**src/rtl/inst_bus_arbiter_if.sv**
```systemverilog
// Shared ins-bus bundle: per-requester request/last/data in,
// registered grant, bus data and status out.
interface inst_bus_arbiter_if #(
  parameter int INWIDTH = 8,
  parameter int NREQ    = 4
);

  logic [NREQ-1:0]         req;
  logic [NREQ-1:0]         last;
  logic [NREQ*INWIDTH-1:0] data_in;
  logic [NREQ-1:0]         gnt;
  logic [INWIDTH-1:0]      ins;
  logic                    ins_vld;
  logic                    preempt;
  logic                    busy;

  modport master (
    output req,
    output last,
    output data_in,
    input  gnt,
    input  ins,
    input  ins_vld,
    input  preempt,
    input  busy
  );

  modport slave (
    input  req,
    input  last,
    input  data_in,
    output gnt,
    output ins,
    output ins_vld,
    output preempt,
    output busy
  );

endinterface

```
**src/rtl/inst_bus_arbiter.sv**
```systemverilog
// Round-robin arbiter that serialises NREQ producers onto one
// registered ins bus, with last/drop/MAXHOLD release and a gap cycle.
module inst_bus_arbiter #(
  parameter int INWIDTH = 8,
  parameter int NREQ    = 4,
  parameter int MAXHOLD = 16
) (
  input  logic              clk,
  input  logic              reset,
  inst_bus_arbiter_if.slave bus
);

  localparam int PW = $clog2(NREQ);
  localparam int HW = $clog2(MAXHOLD + 1);

  localparam logic [HW-1:0] HOLD_LAST = HW'(MAXHOLD - 1);
  localparam logic [PW-1:0] LAST_IDX  = PW'(NREQ - 1);

  typedef enum logic [1:0] {
    IDLE  = 2'd0,
    GRANT = 2'd1,
    GAP   = 2'd2
  } state_e;

  state_e             state_q, state_d;
  logic [PW-1:0]      ptr_q, ptr_d;
  logic [PW-1:0]      owner_q, owner_d;
  logic [HW-1:0]      hold_q, hold_d;
  logic [NREQ-1:0]    gnt_q, gnt_d;
  logic [INWIDTH-1:0] ins_q, ins_d;
  logic               vld_q, vld_d;
  logic               pre_q, pre_d;

  logic               found;
  logic [PW-1:0]      win;
  logic [PW-1:0]      idx;
  logic               own_req;
  logic               own_last;
  logic [INWIDTH-1:0] own_data;
  logic [PW-1:0]      nxt_ptr;
  logic               rel;

  // first set request at or after ptr, wrapping
  always_comb begin
    found = 1'b0;
    win   = ptr_q;
    idx   = ptr_q;
    for (int k = 0; k < NREQ; k++) begin
      if (!found && bus.req[idx]) begin
        found = 1'b1;
        win   = idx;
      end
      idx = (idx == LAST_IDX) ? '0 : idx + 1'b1;
    end
  end

  assign own_req  = bus.req[owner_q];
  assign own_last = bus.last[owner_q];
  assign own_data = bus.data_in[owner_q*INWIDTH +: INWIDTH];
  assign nxt_ptr  = (owner_q == LAST_IDX) ? '0
                                          : owner_q + 1'b1;

  always_comb begin
    state_d = state_q;
    ptr_d   = ptr_q;
    owner_d = owner_q;
    hold_d  = hold_q;
    gnt_d   = gnt_q;
    ins_d   = ins_q;
    vld_d   = 1'b0;
    pre_d   = 1'b0;
    rel     = 1'b0;
    unique case (state_q)
      GRANT: begin
        if (own_req) begin
          ins_d  = own_data;
          vld_d  = 1'b1;
          hold_d = hold_q + 1'b1;
          if (own_last) begin
            rel = 1'b1;
          end else if (hold_q == HOLD_LAST) begin
            rel   = 1'b1;
            pre_d = 1'b1;
          end
        end else begin
          rel = 1'b1;
        end
        if (rel) begin
          state_d = GAP;
          gnt_d   = '0;
          ptr_d   = nxt_ptr;
        end
      end
      default: begin
        gnt_d  = '0;
        hold_d = '0;
        if (found) begin
          state_d = GRANT;
          owner_d = win;
          gnt_d   = NREQ'(1) << win;
        end else begin
          state_d = IDLE;
        end
      end
    endcase
  end

  always_ff @(posedge clk) begin
    if (reset) begin
      state_q <= IDLE;
      ptr_q   <= '0;
      owner_q <= '0;
      hold_q  <= '0;
      gnt_q   <= '0;
      ins_q   <= '0;
      vld_q   <= 1'b0;
      pre_q   <= 1'b0;
    end else begin
      state_q <= state_d;
      ptr_q   <= ptr_d;
      owner_q <= owner_d;
      hold_q  <= hold_d;
      gnt_q   <= gnt_d;
      ins_q   <= ins_d;
      vld_q   <= vld_d;
      pre_q   <= pre_d;
    end
  end

  assign bus.gnt     = gnt_q;
  assign bus.ins     = ins_q;
  assign bus.ins_vld = vld_q;
  assign bus.preempt = pre_q;
  assign bus.busy    = (state_q == GRANT);

  a_gnt_onehot: assert property (
    @(posedge clk) disable iff (reset)
    $onehot0(gnt_q));

  a_pre_in_gap: assert property (
    @(posedge clk) disable iff (reset)
    pre_q |-> (state_q == GAP));

  a_vld_after_grant: assert property (
    @(posedge clk) disable iff (reset)
    vld_q |-> ($past(state_q) == GRANT));

endmodule

```
**src/flat_wrapper.sv**
```systemverilog
// flat-port wrapper written by rule: the top's interface ports become plain ports
module inst_bus_arbiter_flat 
#(
  parameter int INWIDTH = 8,
  parameter int NREQ    = 4,
  parameter int MAXHOLD = 16
)
  (clk, reset, bus_req, bus_last, bus_data_in, bus_gnt, bus_ins, bus_ins_vld, bus_preempt, bus_busy);
  inst_bus_arbiter_if #(.INWIDTH(INWIDTH), .NREQ(NREQ)) bus_i ();
  input  logic clk;
  input  logic reset;
  input wire logic [$bits(bus_i.req)-1:0] bus_req;
  input wire logic [$bits(bus_i.last)-1:0] bus_last;
  input wire logic [$bits(bus_i.data_in)-1:0] bus_data_in;
  output wire logic [$bits(bus_i.gnt)-1:0] bus_gnt;
  output wire logic [$bits(bus_i.ins)-1:0] bus_ins;
  output wire logic [$bits(bus_i.ins_vld)-1:0] bus_ins_vld;
  output wire logic [$bits(bus_i.preempt)-1:0] bus_preempt;
  output wire logic [$bits(bus_i.busy)-1:0] bus_busy;
  assign bus_i.req = bus_req;
  assign bus_i.last = bus_last;
  assign bus_i.data_in = bus_data_in;
  assign bus_gnt = bus_i.gnt;
  assign bus_ins = bus_i.ins;
  assign bus_ins_vld = bus_i.ins_vld;
  assign bus_preempt = bus_i.preempt;
  assign bus_busy = bus_i.busy;
  inst_bus_arbiter #(.INWIDTH(INWIDTH), .NREQ(NREQ), .MAXHOLD(MAXHOLD)) u_core (.clk(clk), .reset(reset), .bus(bus_i));
endmodule
```
**config.mk**
```make
export PLATFORM = sky130hd
export DESIGN_NAME = inst_bus_arbiter_flat
export DESIGN_NICKNAME = d
export VERILOG_FILES = /design/src/rtl/inst_bus_arbiter_if.sv /design/src/rtl/inst_bus_arbiter.sv /design/src/flat_wrapper.sv
export SDC_FILE = /design/constraint.sdc
export NUM_CORES = 1
export LEC_CHECK = 0
export CAP_MARGIN = 30
export CORE_ASPECT_RATIO = 1.5
export CORE_UTILIZATION = 38
export DETAILED_ROUTE_END_ITERATION = 10
export HOLD_SLACK_MARGIN = 0.15
export PLACE_DENSITY = 0.81
export SLEW_MARGIN = 20
export SYNTH_ARGS = -nofsm -noshare
export SYNTH_HDL_FRONTEND = slang
export SYNTH_SLANG_ARGS = --single-unit
```
**constraint.sdc**
```tcl
create_clock -name clk -period 3.64 [get_ports clk]
set_clock_uncertainty 0.1 [all_clocks]
set_input_delay 1.092 -clock clk [delete_from_list [all_inputs] [get_ports clk]]
set_output_delay 1.092 -clock clk [all_outputs]
set_load 0.02 [all_outputs]
```
==> parameters.txt <==
Parameter                              Value

Status
  Run status    finished, final reports clean

STA
  Number of failing setup endpoints in the final timing report    0
  Max Clock Freq    310 MHz
  Slew at the pin closest to its max-slew limit    0.569 ns
  Max-slew violations    0
  Final Cycle Share    88.6%
  Worst rel slew slack    62.0%
  Post-layout minimum cycle time    3.23 ns
  Setup TNS after final layout    0 ns
  Setup repair after global routing missed its margin    false
  Final Hold Violating Endpoints    0
  Hold Worst Slack    0.360 ns

Logic synthesis
  Cell taking the most area after synthesis    sky130_fd_sc_hd__dfxtp_1
  Share of synthesized area occupied by flip-flops and latches    32.7%
  Post-synthesis cell area    1530 um2
  Area fraction of the dominant cell type after synthesis    32.7%
  Number of nets produced by synthesis    205
  Synth Warn #    0
  Proportion of synthesized flip-flops having asynchronous set or reset    0%
  Ranking of synthesized cells by area    sky130_fd_sc_hd__dfxtp_1 (33%), sky130_fd_sc_hd__mux4_2 (16%), sky130_fd_sc_hd__nand2_1 (6.1%), sky130_fd_sc_hd__nor2_1 (4.7%), sky130_fd_sc_hd__a21oi_1 (3.6%)
  Synthesized area per cell    9.63 um2
  Cell count after synthesis    159
  Number of enable flip-flop cells after synthesis    0
  Most common library cells after synthesis    sky130_fd_sc_hd__dfxtp_1 (25), sky130_fd_sc_hd__nand2_1 (25), sky130_fd_sc_hd__nor2_1 (19), sky130_fd_sc_hd__a21oi_1 (11), sky130_fd_sc_hd__mux4_2 (11)
  Most used flip-flop cell after synthesis    sky130_fd_sc_hd__dfxtp_1
  Post-synthesis register bit count    25
  Yosys cell types    45

Power and ir drop
  P_int    0.000796 W
  Maximum ir drop on the vdd rail    0.000384 V
  Net switching component of the power    0.000541 W
  Fraction of power spent switching nets    40.5%
  Relative contribution of the clock network to total power    12.3%
  Combinational power share    58.6%
  Portion of total power attributed to sequential cells    29.1%
  Cell Pwr Density    613 nW/um2
  Static Leakage    0.782 nW
  PnR Total Power    0.00134 W

Placement
  Gp weighted congestion    0.835
  PortBufs    56
  Placed Area    2140 um2
  Estimated wirelength of the detail-placed design    3150 um

Clocking
  Number of instances resized during post-cts repair    0
  Clock insertion delay at the later pin of the skew report    0.27 ns
  Total CTS buffers    3
  Cts hold-fix bufs    0
  Worst-path clk slew    0.08 ns
  Clock root buffer    sky130_fd_sc_hd__clkbuf_8
  Maximum level of the CTS H-tree    1
  TritonCTS Sinks    25
  Count of buffers added by post-CTS timing repair for setup    0
  CTS tree    yes
  Bufs on Longest Clock Path    2

Global routing
  Antenna violations before repair    0
  Maximum number of pins on one net before global-route repair    20
  First-pass GRT wire length    6580 um
  Vias in the first global route    1473
  Overall fraction of global-route tracks in use    20.9%
  Total gr overflow    0

Floorplan
  Effective utilization at floorplan    40.8%
  Number of top-level pins    57
  Die boundary width    53.8 um
  Full die area    4290 um2
  DIE HEIGHT    79.8 um
  Floorplan Core Area    3750 um2
  Total number of placement rows    27

Drt
  Top layer in use    met4
  Avg WL per Cell    15.4 um
  WL met1    1470 um
  Vias per Instance    5.49
  Antenna-violating nets left    0
  Vias    1410
  Remaining design rule violation count    0
  Wire length on met3    179 um
  Met2 wire length    2220 um
  Starting DRC count in detailed routing    21
  First-pass detailed-route iteration total    4
  Final wirelength    3950 um

Worst setup path
  Critical path capture point type    register
  Crit path required time    3.71 ns
  Crit path arrival time    3.30 ns
  Worst-path fanout max    7
  WS Path Type    in -> reg
  Startpoint type of the worst setup path    input port

Layout
  Area occupied by multi-input gates    965 um2
  Fraction of layout cells with a size suffix above 1    13.1%
  Fill cells    326
  Diode count    0
  Sequential cell area    500 um2
  Final instance area    2180 um2
  Nets    261
  Area added between synthesis and finish    42.5%

Flow run
  Max capacitance violation total    0

Min path
  Path category of the worst min-delay check    reg -> reg
[metrics by stage]
stage / worst slack (ns) / utilization, % / std cells
5_1_grt: 0.292 / 58.2 / 257
2_1_floorplan: 0.808 / - / 159
3_5_place_dp: 0.106 / 57.0 / 253
3_3_place_gp: 0.197 / 57.0 / 253
6_report: 0.414 / 58.2 / 257
4_1_cts: 0.396 / 58.2 / 257
[power groups by stage]
stage / sequential, W / combinational (W) / clock, W
final: 0.000389 / 0.000783 / 0.000165
after global routing: 0.000398 / 0.000866 / 0.000179
after CTS: 0.000390 / 0.000786 / 0.000168
after detailed placement: 0.000395 / 0.000784 / 0
after global placement: 0.000393 / 0.000765 / 0
after floorplan: 0.000415 / 0.000535 / 0
[registers in the layout (all words and copies together), names as in the netlist]
| name | cells |
|---|---|
| u_core.bus.preempt | 1 |
| u_core.ptr_q | 2 |
| u_core.bus.gnt | 4 |
| u_core.owner_q | 2 |
| u_core.bus.ins | 8 |
| u_core.state_q | 2 |
| u_core.hold_q | 5 |
| u_core.bus.ins_vld | 1 |
[logic make-up after synthesis]
group | count (synthesis) | synth area share, %
AND/OR/NAND/NOR | 58 | 17.2
adder cells (fa/ha/maj) | 4 | 3.27
flip-flops | 25 | 32.7
AO/OA/AOI/OAI | 35 | 18.1
buffers and inverters | 15 | 4.33
XOR/XNOR | 3 | 1.72
multiplexers | 19 | 22.8
[layout by cell type (no fill, tap or decap), drive strengths merged, types with 3 or more instances in the layout]
| cell | n |
|---|---|
| dfxtp | 25 |
| a21oi | 11 |
| a211oi | 4 |
| o21ai | 4 |
| and2 | 3 |
| mux4 | 12 |
| o31ai | 3 |
| nand2 | 25 |
| buf | 5 |
| clkbuf | 3 |
| ha | 4 |
| nor2 | 19 |
| clkdlybuf4s50 | 56 |
| mux2i | 6 |
| inv | 5 |
[worst paths after layout]
| kind | startpoint | endpoint | slack, ns | cells after the start |
|---|---|---|---|---|
| hold reg to reg | u_core.bus.ins[4] | u_core.bus.ins[4] | 0.36 | 2 |
| hold / removal | u_core.bus.ins[4] | u_core.bus.ins[4] | 0.36 | 2 |
| setup / recovery | bus_req[1] | u_core.bus.gnt[2] | 0.41 | 7 |
| setup reg to reg | u_core.ptr_q[1] | u_core.bus.gnt[2] | 0.98 | 7 |
[metal layers]
metal  GRT usage [%]  up-vias
li1                -      694
met1            23.0      669
met2            37.2       40
met3            3.05        7
met4            9.47        0
met5               0        -
[critical path, cell delays in order]
cell	delay, ns
sky130_fd_sc_hd__clkdlybuf4s50_1	0.52
sky130_fd_sc_hd__mux2i_2	0.28
sky130_fd_sc_hd__or4b_4	0.53
sky130_fd_sc_hd__a31oi_4	0.24
sky130_fd_sc_hd__a21boi_2	0.09
sky130_fd_sc_hd__o32a_4	0.33
sky130_fd_sc_hd__a22o_1	0.20
[cell type report]
cell class / count / share of cell area (%)
timing repair buffer: 61 / 27.4
inverter: 5 / 0.860
clock buffer: 3 / 1.89
sequential: 25 / 22.9
tap: 43 / 2.47
multi-input combinational: 119 / 44.2
clock inverter: 1 / 0.229
Note: power is estimated with default switching activity, not from simulation.
